==> config.mk <==
export PLATFORM = sky130hd
export DESIGN_NAME = dff_bank_arbiter
export DESIGN_NICKNAME = d
export VERILOG_FILES = /design/src/rtl/dff_bank_arbiter.sv
export SDC_FILE = /design/constraint.sdc
export NUM_CORES = 1
export LEC_CHECK = 0
export CAP_MARGIN = 5
export CORE_ASPECT_RATIO = 1.2
export CORE_MARGIN = 2
export CORE_UTILIZATION = 48
export DETAILED_ROUTE_END_ITERATION = 8
export MAX_ROUTING_LAYER = met4
export PLACE_DENSITY = 0.95
export SLEW_MARGIN = 0
export SYNTH_ARGS = -nofsm -noshare
export SYNTH_HDL_FRONTEND = slang
export SYNTH_SLANG_ARGS = --single-unit
==> constraint.sdc <==
create_clock -name clk -period 14.27 [get_ports clk]
set_clock_uncertainty 0.15 [all_clocks]
set_input_delay 4.281 -clock clk [delete_from_list [all_inputs] [get_ports clk]]
set_output_delay 4.281 -clock clk [all_outputs]
set_load 0.03 [all_outputs]
==> src/rtl/dff_bank_arbiter.sv <==
// Round-robin arbiter that serialises single read/write ops from NREQ requesters
// onto a small DFF register bank via one write port; two-state IDLE/ACK sequencer.
module dff_bank_arbiter #(
    parameter int NREQ  = 4,
    parameter int WIDTH = 8,
    parameter int DEPTH = 4,
    localparam int AW   = $clog2(DEPTH),
    localparam int PW   = $clog2(NREQ)
) (
    input  logic                    clk,
    input  logic                    rst,
    input  logic [NREQ-1:0]         req,
    input  logic [NREQ-1:0]         we,
    input  logic [NREQ*AW-1:0]      addr,
    input  logic [NREQ*WIDTH-1:0]   wdata,
    input  logic                    clr,
    output logic [NREQ-1:0]         gnt,
    output logic [WIDTH-1:0]        rdata,
    output logic                    busy,
    output logic [DEPTH*WIDTH-1:0]  bank_q
);

    typedef enum logic {IDLE, ACK} state_t;

    state_t            state_q, state_d;
    logic [PW-1:0]     ptr_q, ptr_d;
    logic [PW-1:0]     win_q, win_d;
    logic              we_q, we_d;
    logic [AW-1:0]     addr_q, addr_d;
    logic [WIDTH-1:0]  mem_q [DEPTH];
    logic [WIDTH-1:0]  mem_d [DEPTH];

    logic              found;
    logic [PW-1:0]     cand;
    logic [PW-1:0]     sel;
    logic              sel_we;
    logic [AW-1:0]     sel_addr;
    logic [WIDTH-1:0]  sel_wdata;

    // Rotating scan from ptr_q; the wrap is explicit so NREQ need not be a power of two.
    always_comb begin
        found = 1'b0;
        sel   = '0;
        cand  = ptr_q;
        for (int unsigned k = 0; k < NREQ; k++) begin
            if (!found && req[cand]) begin
                found = 1'b1;
                sel   = cand;
            end
            cand = (cand == PW'(NREQ - 1)) ? '0 : cand + 1'b1;
        end
    end

    always_comb begin
        sel_we    = 1'b0;
        sel_addr  = '0;
        sel_wdata = '0;
        for (int unsigned i = 0; i < NREQ; i++) begin
            if (sel == PW'(i)) begin
                sel_we    = we[i];
                sel_addr  = addr[i*AW +: AW];
                sel_wdata = wdata[i*WIDTH +: WIDTH];
            end
        end
    end

    always_comb begin
        state_d = state_q;
        ptr_d   = ptr_q;
        win_d   = win_q;
        we_d    = we_q;
        addr_d  = addr_q;
        for (int unsigned j = 0; j < DEPTH; j++) begin
            mem_d[j] = mem_q[j];
        end

        case (state_q)
            IDLE: begin
                if (found) begin
                    win_d   = sel;
                    we_d    = sel_we;
                    addr_d  = sel_addr;
                    ptr_d   = (sel == PW'(NREQ - 1)) ? '0 : sel + 1'b1;
                    state_d = ACK;
                    if (sel_we) begin
                        mem_d[sel_addr] = sel_wdata;
                    end
                end
            end
            ACK:     state_d = IDLE;
            default: state_d = IDLE;
        endcase

        // clr wins over a write committing on the same edge
        if (clr) begin
            for (int unsigned j = 0; j < DEPTH; j++) begin
                mem_d[j] = '0;
            end
        end
    end

    always_ff @(posedge clk) begin
        if (rst) begin
            state_q <= IDLE;
            ptr_q   <= '0;
            win_q   <= '0;
            we_q    <= 1'b0;
            addr_q  <= '0;
            for (int unsigned j = 0; j < DEPTH; j++) begin
                mem_q[j] <= '0;
            end
        end else begin
            state_q <= state_d;
            ptr_q   <= ptr_d;
            win_q   <= win_d;
            we_q    <= we_d;
            addr_q  <= addr_d;
            for (int unsigned j = 0; j < DEPTH; j++) begin
                mem_q[j] <= mem_d[j];
            end
        end
    end

    // Outputs decode only registered state, so nothing reaches them combinationally from req/clr.
    always_comb begin
        gnt   = '0;
        rdata = '0;
        busy  = (state_q == ACK);
        if (state_q == ACK) begin
            gnt[win_q] = 1'b1;
            if (!we_q) begin
                rdata = mem_q[addr_q];
            end
        end
    end

    always_comb begin
        bank_q = '0;
        for (int unsigned j = 0; j < DEPTH; j++) begin
            bank_q[j*WIDTH +: WIDTH] = mem_q[j];
        end
    end

endmodule

==> results of run 1 <==
[state kept, by name, indices dropped and copies added, names as in the netlist, named ones only]
signal and cells:
addr_q 2, busy 1, mem_q 32, ptr_q 2, we_q 1, win_q 2
[metal layers]
| layer | vias up | wire, um | GRT usage [%] |
|---|---|---|---|
| li1 | 1179 | - | - |
| met5 | - | 0 | - |
| met1 | 1167 | 2820 | 27.8 |
| met4 | 0 | 251 | 12.2 |
| met2 | 87 | 3930 | 46.0 |
| met3 | 21 | 285 | 3.86 |
[power by group]
group          switching [mW]  internal, mW
Sequential             0.0285         0.139
Clock                  0.0400        0.0389
Combinational           0.287         0.201
[final cells by class]
cell class	count	area [sq um]
flip-flops and latches	42	841
well taps	62	77.6
clock buffers	6	82.6
fillers	432	1620
clock inverters	2	12.5
inverters	9	33.8
repair buffers	96	958
multi-input cells	209	1600
[worst max-delay path by stage]
stage / from / end / slack, ps
4_1_cts: req[3] / mem_q[3][2] / 5960
3_5_place_dp: req[3] / mem_q[3][4] / 5710
5_1_grt: req[3] / mem_q[3][7] / 5630
6_report: req[3] / mem_q[3][2] / 5930
3_3_place_gp: req[3] / mem_q[3][2] / 5990
2_1_floorplan: req[2] / mem_q[1][0] / 6720
[cells in the mapped netlist, drive strengths merged (2+ instances only)]
| cell type | n |
|---|---|
| nand2 | 51 |
| dfxtp | 42 |
| mux2i | 34 |
| nor2b | 18 |
| clkbuf | 16 |
| nor2 | 12 |
| inv | 9 |
| mux4 | 9 |
| a21oi | 8 |
| a221oi | 8 |
| o31ai | 8 |
| a211oi | 6 |
| ha | 5 |
| nand2b | 5 |
| nand3 | 5 |
| o21ai | 5 |
| mux2 | 4 |
| a22oi | 3 |
| a31oi | 3 |
| buf | 3 |
| nor3 | 3 |
| a21o | 2 |
| a221o | 2 |
| and3 | 2 |
| o32ai | 2 |
| or2 | 2 |
[worst min-delay path: cells and delay by family, from the launching register on]
family / cells / cell delay, ps
flops: 1 / 320
simple gates: 1 / 60
mux: 1 / 60
[cell families after synthesis]
group / synth area share [%]
compound gates: 16.0
mux: 23.0
simple gates: 21.2
flops: 32.9
buf+inv: 4.46
fa+ha+maj: 2.45
==> results.md, run 1 <==
* Status: finished clean
* CTS Root Buffer Type: sky130_fd_sc_hd__clkbuf_8
* Maximum vdd drop at 0.000183 V
* Post-synthesis cell type count at 44
* Area grow syn2layout at 41.2%
* Effective utilization at floorplan at 48.9%
* Slew Viols, Final at 0
* Number of enable-type register cells in the synthesized netlist at 0
* Worst hold path depth at 2
* R2r endpoint: mem_q[3][2]
* Required arrival time at the worst endpoint at 14340 ps
* Power per unit of standard cell area at roughly 200 nW/um^2
* Launching point of the worst reg2reg path: ptr_q[0]
* Horizontal die dimension at 70.6 um
* Total number of yosys warnings at 0
* Number of buffer and inverter stages on the critical path at 2
* NumNets Final at 419
* Commonest cells after routing, fill and taps aside: sky130_fd_sc_hd__clkdlybuf4s50_1, sky130_fd_sc_hd__nand2_1, sky130_fd_sc_hd__dfxtp_1
* Number of setup violations in the final report at 0
* Number of antenna violations at the first check in global routing at 0
* Arrival @ worst endpoint at 8410 ps
* Via count of the routed design at ~2500
* Average wire length per cell after detail routing at 17.1 um
* Detailed placer's ending HPWL at roughly 5700 um
* DRC violation count after routing at 0
* FMAX at ~120 MHz
* Transition time at the pin with the least slew margin at ~890 ps
* Floorplan die area at 5920 sq um
* Clock slew at reported path FFs at 80 ps
* Number of standard cells after synthesis at 279
* Final non-filler cell total at 426
* Number of levels the H-tree was split into at 2
* Register bit total from synthesis at 42
* Dominant cell type by count on the critical path: sky130_fd_sc_hd__mux2_2
* Setup bufs post-CTS at 0
* Antenna Violating Nets Remaining at 0
* Pin count of the biggest net entering global routing at 41
* Weighted congestion at the end of routability-driven global placement at 0.929
* Worst slack on hold paths at roughly 330 ps
* Rel. slew slack at 40.4%
* Hold buffers post-CTS at 0
* Height of the chip at 83.9 um
* Share of layout cells above drive strength 1 at 8.52%
* Element type at the critical path end: flop
* Number of optimization iterations in the first detailed-route pass at 4
* Global-route congestion overflow total at 0
* RSZ-0062 raised after global routing: false
* Number of antenna cells inserted at 0
* Leak at between 1 and 1.5 nW
* Final instance area at approximately 3600 sq um
* Number of global-route vias before repair at 2345
* Type of the worst setup path: input port to flop
* WP depth at 12
* Placed insts at around 420
* Final routed wirelength across all metal layers at 7290 um
* Time the worst path needs with I/O delays and setup at about 8300 ps
* Mean Syn Cell Area at approximately 9.2 sq um
* Hold Violations, Final at 0
* Total standard cell area after synthesis at 2550 sq um
* Total global routing track utilization at roughly 26%
* Worst setup slack after placement at 5710 ps
* Share of the cycle needed by the critical path after routing at 58.4%
* Latest clock arrival within the worst-skew pair at 290 ps
* TritonCTS clock tree: built
* DRC violation total after the first TritonRoute iteration at 140
* Stage delay of the slowest cell on the critical path at 560 ps
* Sinks on the clock net at 42
* Worst-case clock buffer depth at 2
* Count of buffers from port buffering at 95
* Max-cap viol count at 0
* Post-route worst setup slack at between 5000 and 6000 ps
* Endpoint of the worst hold-timing path: mem_q[2][3]
* Commonest non-fill, non-tap cell in the layout: sky130_fd_sc_hd__clkdlybuf4s50_1
* Fin util at 69.1%
* Syn_nets at between 300 and 400
* Type of the most critical hold path: flop to flop
* Area share of the largest cell type after synthesis at between 30% and 40%
* Worst-path cell with the longest stage delay: sky130_fd_sc_hd__clkdlybuf4s50_1
* Max FO, Critical Path at 13
* Boundary pin count at 96
* Overall power at 0.735 mW
* Std-Cell Core Area at approximately 5200 sq um
* Final sum of negative setup slack at 0 ps
* List of cells traversed by the critical path: clkdlybuf4s50_1, mux2_2, mux2_2, o32ai_1, or2_1, ha_1, nor2b_1, a221o_1, a22oi_1, inv_2, nand3_4, mux2i_1
* Primary flip-flop cell chosen by synthesis mapping: sky130_fd_sc_hd__dfxtp_1
* Dominant cell type by area after synthesis: sky130_fd_sc_hd__dfxtp_1
* CTS-repair resized insts at 0
* Placed instance area at approximately 3500 sq um
* Number of placement rows at 29
* Via density per instance at 5.76
* Worst r2r path cells at 12
* Sequential element share of the synthesized area at 32.9%
* R2r setup slk at 9260 ps
* Total clock buffers created by CTS at 5
* Launch point of the worst hold path: mem_q[2][3]
* Category of cells accounting for the largest share of critical-path delay: compound AO/OA/AOI/OAI gates
* Cell types with the largest area share after synthesis: sky130_fd_sc_hd__dfxtp_1, sky130_fd_sc_hd__mux2i_1, sky130_fd_sc_hd__mux4_2
* Ys async rst share at 0%
* Wire length of the first global-routing pass at 11800 um
* Startpoint class of the critical path: input port
Note: power is estimated with default switching activity, not from simulation.
==> run 2, diff against run 1 <==
--- a/config.mk
+++ b/config.mk
@@ -8,10 +8,10 @@
 export CAP_MARGIN = 5
 export CORE_ASPECT_RATIO = 1.2
 export CORE_MARGIN = 2
-export CORE_UTILIZATION = 48
+export CORE_UTILIZATION = 45
 export DETAILED_ROUTE_END_ITERATION = 8
 export MAX_ROUTING_LAYER = met4
-export PLACE_DENSITY = 0.95
+export PLACE_DENSITY = 0.92
 export SLEW_MARGIN = 0
 export SYNTH_ARGS = -nofsm -noshare
 export SYNTH_HDL_FRONTEND = slang
==> constraint.sdc (replaced) <==
create_clock -name clk -period 8.7 [get_ports clk]
set_clock_uncertainty 0.15 [all_clocks]
set_input_delay 2.61 -clock clk [delete_from_list [all_inputs] [get_ports clk]]
set_output_delay 2.61 -clock clk [all_outputs]
set_load 0.03 [all_outputs]
==> run 2 against run 1 <==
Net effect: combinational power up 62%; count of clock-buffer cells in the layout unchanged; wire length down 6.5%; utilization down 3.2 points.
==> results.md, run 2 (synthesized netlist as in run 1, its figures left out) <==
* FMAX at between 150 and 200 MHz
* Power per unit of standard cell area at 343 nW/um^2
* Worst hold path depth at 2
* Final routed wirelength across all metal layers at 6820 um
* R2r setup slk at 3800 ps
* Number of optimization iterations in the first detailed-route pass at 4
* Detailed placer's ending HPWL at 5310 um
* Pin count of the biggest net entering global routing at 41
* Sinks on the clock net at 42
* Leak at 1.49 nW
* Share of the cycle needed by the critical path after routing at between 70% and 80%
* Status: finished clean
* CTS-repair resized insts at 0
* Maximum vdd drop at about 0.00026 V
* Launch point of the worst hold path: mem_q[0][7]
* Average wire length per cell after detail routing at roughly 16 um
* Worst r2r path cells at 12
* Number of antenna violations at the first check in global routing at 0
* Launching point of the worst reg2reg path: ptr_q[0]
* CTS Root Buffer Type: sky130_fd_sc_hd__clkbuf_8
* Via count of the routed design at 2454
* Hold buffers post-CTS at 0
* Largest register by flop count: mem_q
* Horizontal die dimension at 72.8 um
* Final instance area at 3660 sq um
* Gate power share at 63.0%
* Rel. slew slack at approximately two fifths
* Count of buffers from port buffering at 95
* Max-cap viol count at 0
* Internal at 0.681 mW
* Placed instance area at 3520 sq um
* DRC violation total after the first TritonRoute iteration at 135
* Share of layout cells above drive strength 1 at between 8 and 9%
* Final sum of negative setup slack at 0 ps
* Weighted congestion at the end of routability-driven global placement at 0.931
* Worst-case clock buffer depth at 2
* TritonCTS clock tree: built
* Number of setup violations in the final report at 0
* Max FO, Critical Path at 13
* Net load switching power at 0.575 mW
* Type of the worst setup path: input port to flop
* Fraction of power consumed by sequential logic at roughly 22%
* Number of levels the H-tree was split into at 2
* Largest register FFs at 32
* Std-Cell Core Area at 5560 sq um
* R2r endpoint: mem_q[1][0]
* Arrival @ worst endpoint at 6640 ps
* Floorplan die area at between 6000 and 7000 sq um
* Total global routing track utilization at between 20% and 30%
* Type of the most critical hold path: flop to flop
* Startpoint class of the critical path: input port
* Total clock buffers created by CTS at 5
* Slew Viols, Final at 0
* Element type at the critical path end: flop
* Number of antenna cells inserted at 0
* DRC violation count after routing at 0
* Wire length of the first global-routing pass at 11100 um
* Via density per instance at 5.73
* Number of placement rows at 30
* Global-route congestion overflow total at 0
* Clock slew at reported path FFs at 80 ps
* RSZ-0062 raised after global routing: false
* Commonest cells after routing, fill and taps aside: sky130_fd_sc_hd__clkdlybuf4s50_1, sky130_fd_sc_hd__nand2_1, sky130_fd_sc_hd__dfxtp_1
* Effective utilization at floorplan at 46.0%
* Number of global-route vias before repair at approximately 2400
* Transition time at the pin with the least slew margin at 872 ps
* NumNets Final at 419
* Boundary pin count at 96
* Commonest non-fill, non-tap cell in the layout: sky130_fd_sc_hd__clkdlybuf4s50_1
* Setup bufs post-CTS at 0
* Hold Violations, Final at 0
* Endpoint of the worst hold-timing path: mem_q[0][7]
* Sw frac at ~46%
* Latest clock arrival within the worst-skew pair at about 300 ps
* Required arrival time at the worst endpoint at 8770 ps
* Portion of total power attributed to the clock network at 15.2%
* Antenna Violating Nets Remaining at 0
* Area grow syn2layout at 43.2%
* Height of the chip at 86.5 um
* Time the worst path needs with I/O delays and setup at between 6000 and 7000 ps
[run 2: changes by cell type in the layout (fill, tap and decap cells not counted)]
cell	delta
sky130_fd_sc_hd__bufinv_16	+2
sky130_fd_sc_hd__clkinv_2	-1
sky130_fd_sc_hd__clkinvlp_4	-1
[run 2: critical path: stages]
cell and delay (ps):
sky130_fd_sc_hd__clkdlybuf4s50_1 560, sky130_fd_sc_hd__mux2_2 360, sky130_fd_sc_hd__mux2_2 310, sky130_fd_sc_hd__o32ai_1 450, sky130_fd_sc_hd__or2_1 190, sky130_fd_sc_hd__ha_1 410, sky130_fd_sc_hd__nor2b_1 260, sky130_fd_sc_hd__a221o_1 380
sky130_fd_sc_hd__a22oi_1 520, sky130_fd_sc_hd__inv_2 150, sky130_fd_sc_hd__nand3_4 200, sky130_fd_sc_hd__mux2i_1 230
[run 2: how the worst max path moves through the flow]
stage	from	endpoint	slack, ps
after floorplan	req[2]	mem_q[1][0]	2820
after global placement	req[3]	mem_q[3][7]	2070
after detailed placement	req[3]	mem_q[1][0]	1830
after CTS	req[3]	mem_q[1][0]	2150
after global routing	req[3]	mem_q[3][1]	1890
final	req[2]	mem_q[2][6]	2140
[run 2: layout make-up]
class	count	area, sq um
clock buffers	6	82.6
inverters	9	33.8
fillers	426	1900
repair buffers	96	958
clock inverters	2	60.1
flip-flops and latches	42	841
multi-input cells	209	1600
well taps	64	80.1
[run 2: power by group through the flow]
| stage | logic (mW) | clock network (mW) | registers, mW |
|---|---|---|---|
| floorplan | 0.604 | 0 | 0.290 |
| global placement | 0.767 | 0 | 0.276 |
| detailed placement | 0.788 | 0 | 0.279 |
| CTS | 0.791 | 0.192 | 0.275 |
| global route | 0.859 | 0.200 | 0.281 |
| finish | 0.791 | 0.190 | 0.274 |
[run 2: layer usage]
metal | global-route usage (%) | wire, um
met1 | 26.7 | 2710
met2 | 39.3 | 3600
met3 | 3.26 | 342
met4 | 9.26 | 171
met5 | - | 0
[run 2: per-stage QoR]
step	power, mW	instances	util, %	hold slack [ps]	worst slack [ps]
floorplan	0.893	279	-	323	2820
global placement	1.04	420	63.3	309	2070
detailed placement	1.07	420	63.3	320	1830
CTS	1.26	428	65.9	335	2150
global route	1.34	428	65.9	356	1890
finish	1.26	428	65.9	335	2140
==> run 3, diff against run 2 <==
==> constraint.sdc (replaced) <==
create_clock -name clk -period 6.9 [get_ports clk]
set_clock_uncertainty 0.15 [all_clocks]
set_input_delay 2.07 -clock clk [delete_from_list [all_inputs] [get_ports clk]]
set_output_delay 2.07 -clock clk [all_outputs]
set_load 0.03 [all_outputs]
==> run 3 against run 2 <==
Net effect: combinational power up 30%; global-route usage rose by 1.8 points; sequential power increased by 27%; worst setup slack got worse by 1200 ps; via count rose by 2.8%; register-to-register slack got worse by 1600 ps; clock power about the same; power rose by 25%; count of clock-buffer cells in the layout did not move; critical path type unchanged; critical endpoint is now mem_q[1][7]; largest cell class unchanged.
==> results.md, run 3 (synthesized netlist as in run 1, its figures left out) <==
* Average wire length per cell after detail routing at 17.1 um
* Power per unit of standard cell area at ~430 nW/um^2
* Number of optimization iterations in the first detailed-route pass at 4
* Area grow syn2layout at 42.5%
* CTS Root Buffer Type: sky130_fd_sc_hd__clkbuf_8
* Final non-filler cell total at between 400 and 500
* Final sum of negative setup slack at 0 ps
* Number of placement rows at 30
* Largest register by flop count: mem_q
* Launch point of the worst hold path: mem_q[0][6]
* Setup bufs post-CTS at 0
* Required arrival time at the worst endpoint at between 6000 and 7000 ps
* Floorplan die area at 6300 sq um
* Element type at the critical path end: flop
* Placed instance area at 3530 sq um
* Commonest cells after routing, fill and taps aside: sky130_fd_sc_hd__clkdlybuf4s50_1, sky130_fd_sc_hd__nand2_1, sky130_fd_sc_hd__dfxtp_1
* Status: finished clean
* Fraction of power consumed by sequential logic at 22.2%
* Rel. slew slack at 34.4%
* Detailed placer's ending HPWL at 5650 um
* Time the worst path needs with I/O delays and setup at 6000 ps
* Number of antenna violations at the first check in global routing at 0
* DRC violation total after the first TritonRoute iteration at 114
* Largest register FFs at 32
* Sinks on the clock net at 42
* Global-route congestion overflow total at 0
* Placed insts at 422
* Sw frac at 47.2%
* Share of the cycle needed by the critical path after routing at 86.9%
* Number of global-route vias before repair at 2464
* Crit path launch: req[3]
* Final instance area at 3640 sq um
* Arrival @ worst endpoint at 6050 ps
* Final routed wirelength across all metal layers at between 7000 and 8000 um
* Latest clock arrival within the worst-skew pair at 290 ps
* Type of the most critical hold path: flop to flop
* Effective utilization at floorplan at 46.0%
* Commonest non-fill, non-tap cell in the layout: sky130_fd_sc_hd__clkdlybuf4s50_1
* Via count of the routed design at between 2000 and 3000
* Share of layout cells above drive strength 1 at a little under 9%
* Launching point of the worst reg2reg path: ptr_q[0]
* Antenna Violating Nets Remaining at 0
* Total global routing track utilization at about a quarter
* Slew Viols, Final at 0
* Hold buffers post-CTS at 0
* DRC violation count after routing at 0
* Net load switching power at 0.741 mW
* Post-route worst setup slack at 904 ps
* Gate power share at 65.6%
* Type of the worst setup path: input port to flop
* Clock slew at reported path FFs at approximately 80 ps
* Height of the chip at 86.5 um
* Pin count of the biggest net entering global routing at 28
* Transition time at the pin with the least slew margin at 984 ps
* Worst setup slack after placement at 662 ps
* NumNets Final at 421
* RSZ-0062 raised after global routing: false
* Worst-case clock buffer depth at 2
* Hold Violations, Final at 0
* Startpoint class of the critical path: input port
* CTS-repair resized insts at 0
* Horizontal die dimension at 72.8 um
* Internal at 0.828 mW
* FMAX at 167 MHz
* TritonCTS clock tree: built
* Count of buffers from port buffering at 95
* Maximum vdd drop at 0.000306 V
* Portion of total power attributed to the clock network at 12.2%
* Number of setup violations in the final report at 0
* Leak at between 1 and 1.5 nW
* Wire length of the first global-routing pass at 11900 um
* Weighted congestion at the end of routability-driven global placement at 0.909
* Via density per instance at 5.87
* Number of levels the H-tree was split into at 2
* Fill cell total of the finished layout at around 430
* Max FO, Critical Path at 13
* Total clock buffers created by CTS at 5
* Number of antenna cells inserted at 0
* Boundary pin count at 96
* Std-Cell Core Area at 5560 sq um
* Max-cap viol count at 0
==> run 3: final timing paths <==
check,slack [ps],cells past startpoint,to
worst max-delay path,900,13,mem_q[1][7]
worst max register to register,2180,15,mem_q[1][7]
worst min-delay path,330,2,mem_q[0][6]
worst min register to register,330,2,mem_q[0][6]
==> run 3: metal layers <==
metal / up-vias / part of all wire (%) / GRT usage, %
met2: 102 / 53 / 43.9
li1: 1183 / - / -
met5: - / 0 / -
met4: 0 / 3.0 / 9.93
met1: 1220 / 39 / 28.2
met3: 18 / 5.0 / 2.09
==> run 3: power by group through the flow <==
stage | combinational [mW] | sequential [mW] | clock (mW)
after global placement | 0.987 | 0.348 | 0
after floorplan | 0.761 | 0.365 | 0
after CTS | 1.03 | 0.349 | 0.195
final | 1.03 | 0.348 | 0.192
after global routing | 1.12 | 0.355 | 0.202
after detailed placement | 1.02 | 0.354 | 0
==> run 3: final cells by class <==
type / count / area (sq um) / area share, %
well taps: 64 / 80.1 / 2.20
inverters: 9 / 33.8 / 0.928
repair buffers: 98 / 973 / 26.7
clock inverters: 2 / 37.5 / 1.03
clock buffers: 6 / 72.6 / 1.99
flip-flops and latches: 42 / 841 / 23.1
multi-input cells: 209 / 1600 / 44.0
==> run 3: stage by stage <==
step | power [mW] | util, % | hold WS [ps]
global placement | 1.33 | 63.6 | 311
detailed placement | 1.38 | 63.6 | 323
global route | 1.68 | 65.5 | 363
CTS | 1.57 | 65.5 | 334
floorplan | 1.13 | - | 323
finish | 1.57 | 65.5 | 335
==> run 3: critical path, stage by stage <==
cell	delay (ps)
sky130_fd_sc_hd__clkdlybuf4s50_1	590
sky130_fd_sc_hd__mux2_2	360
sky130_fd_sc_hd__mux2_2	300
sky130_fd_sc_hd__o32ai_1	410
sky130_fd_sc_hd__or2_1	180
sky130_fd_sc_hd__ha_1	430
sky130_fd_sc_hd__nor2b_1	90
sky130_fd_sc_hd__buf_4	180
sky130_fd_sc_hd__a221o_1	310
sky130_fd_sc_hd__a22oi_1	510
sky130_fd_sc_hd__inv_2	150
sky130_fd_sc_hd__nand3_4	220
sky130_fd_sc_hd__mux2i_1	250
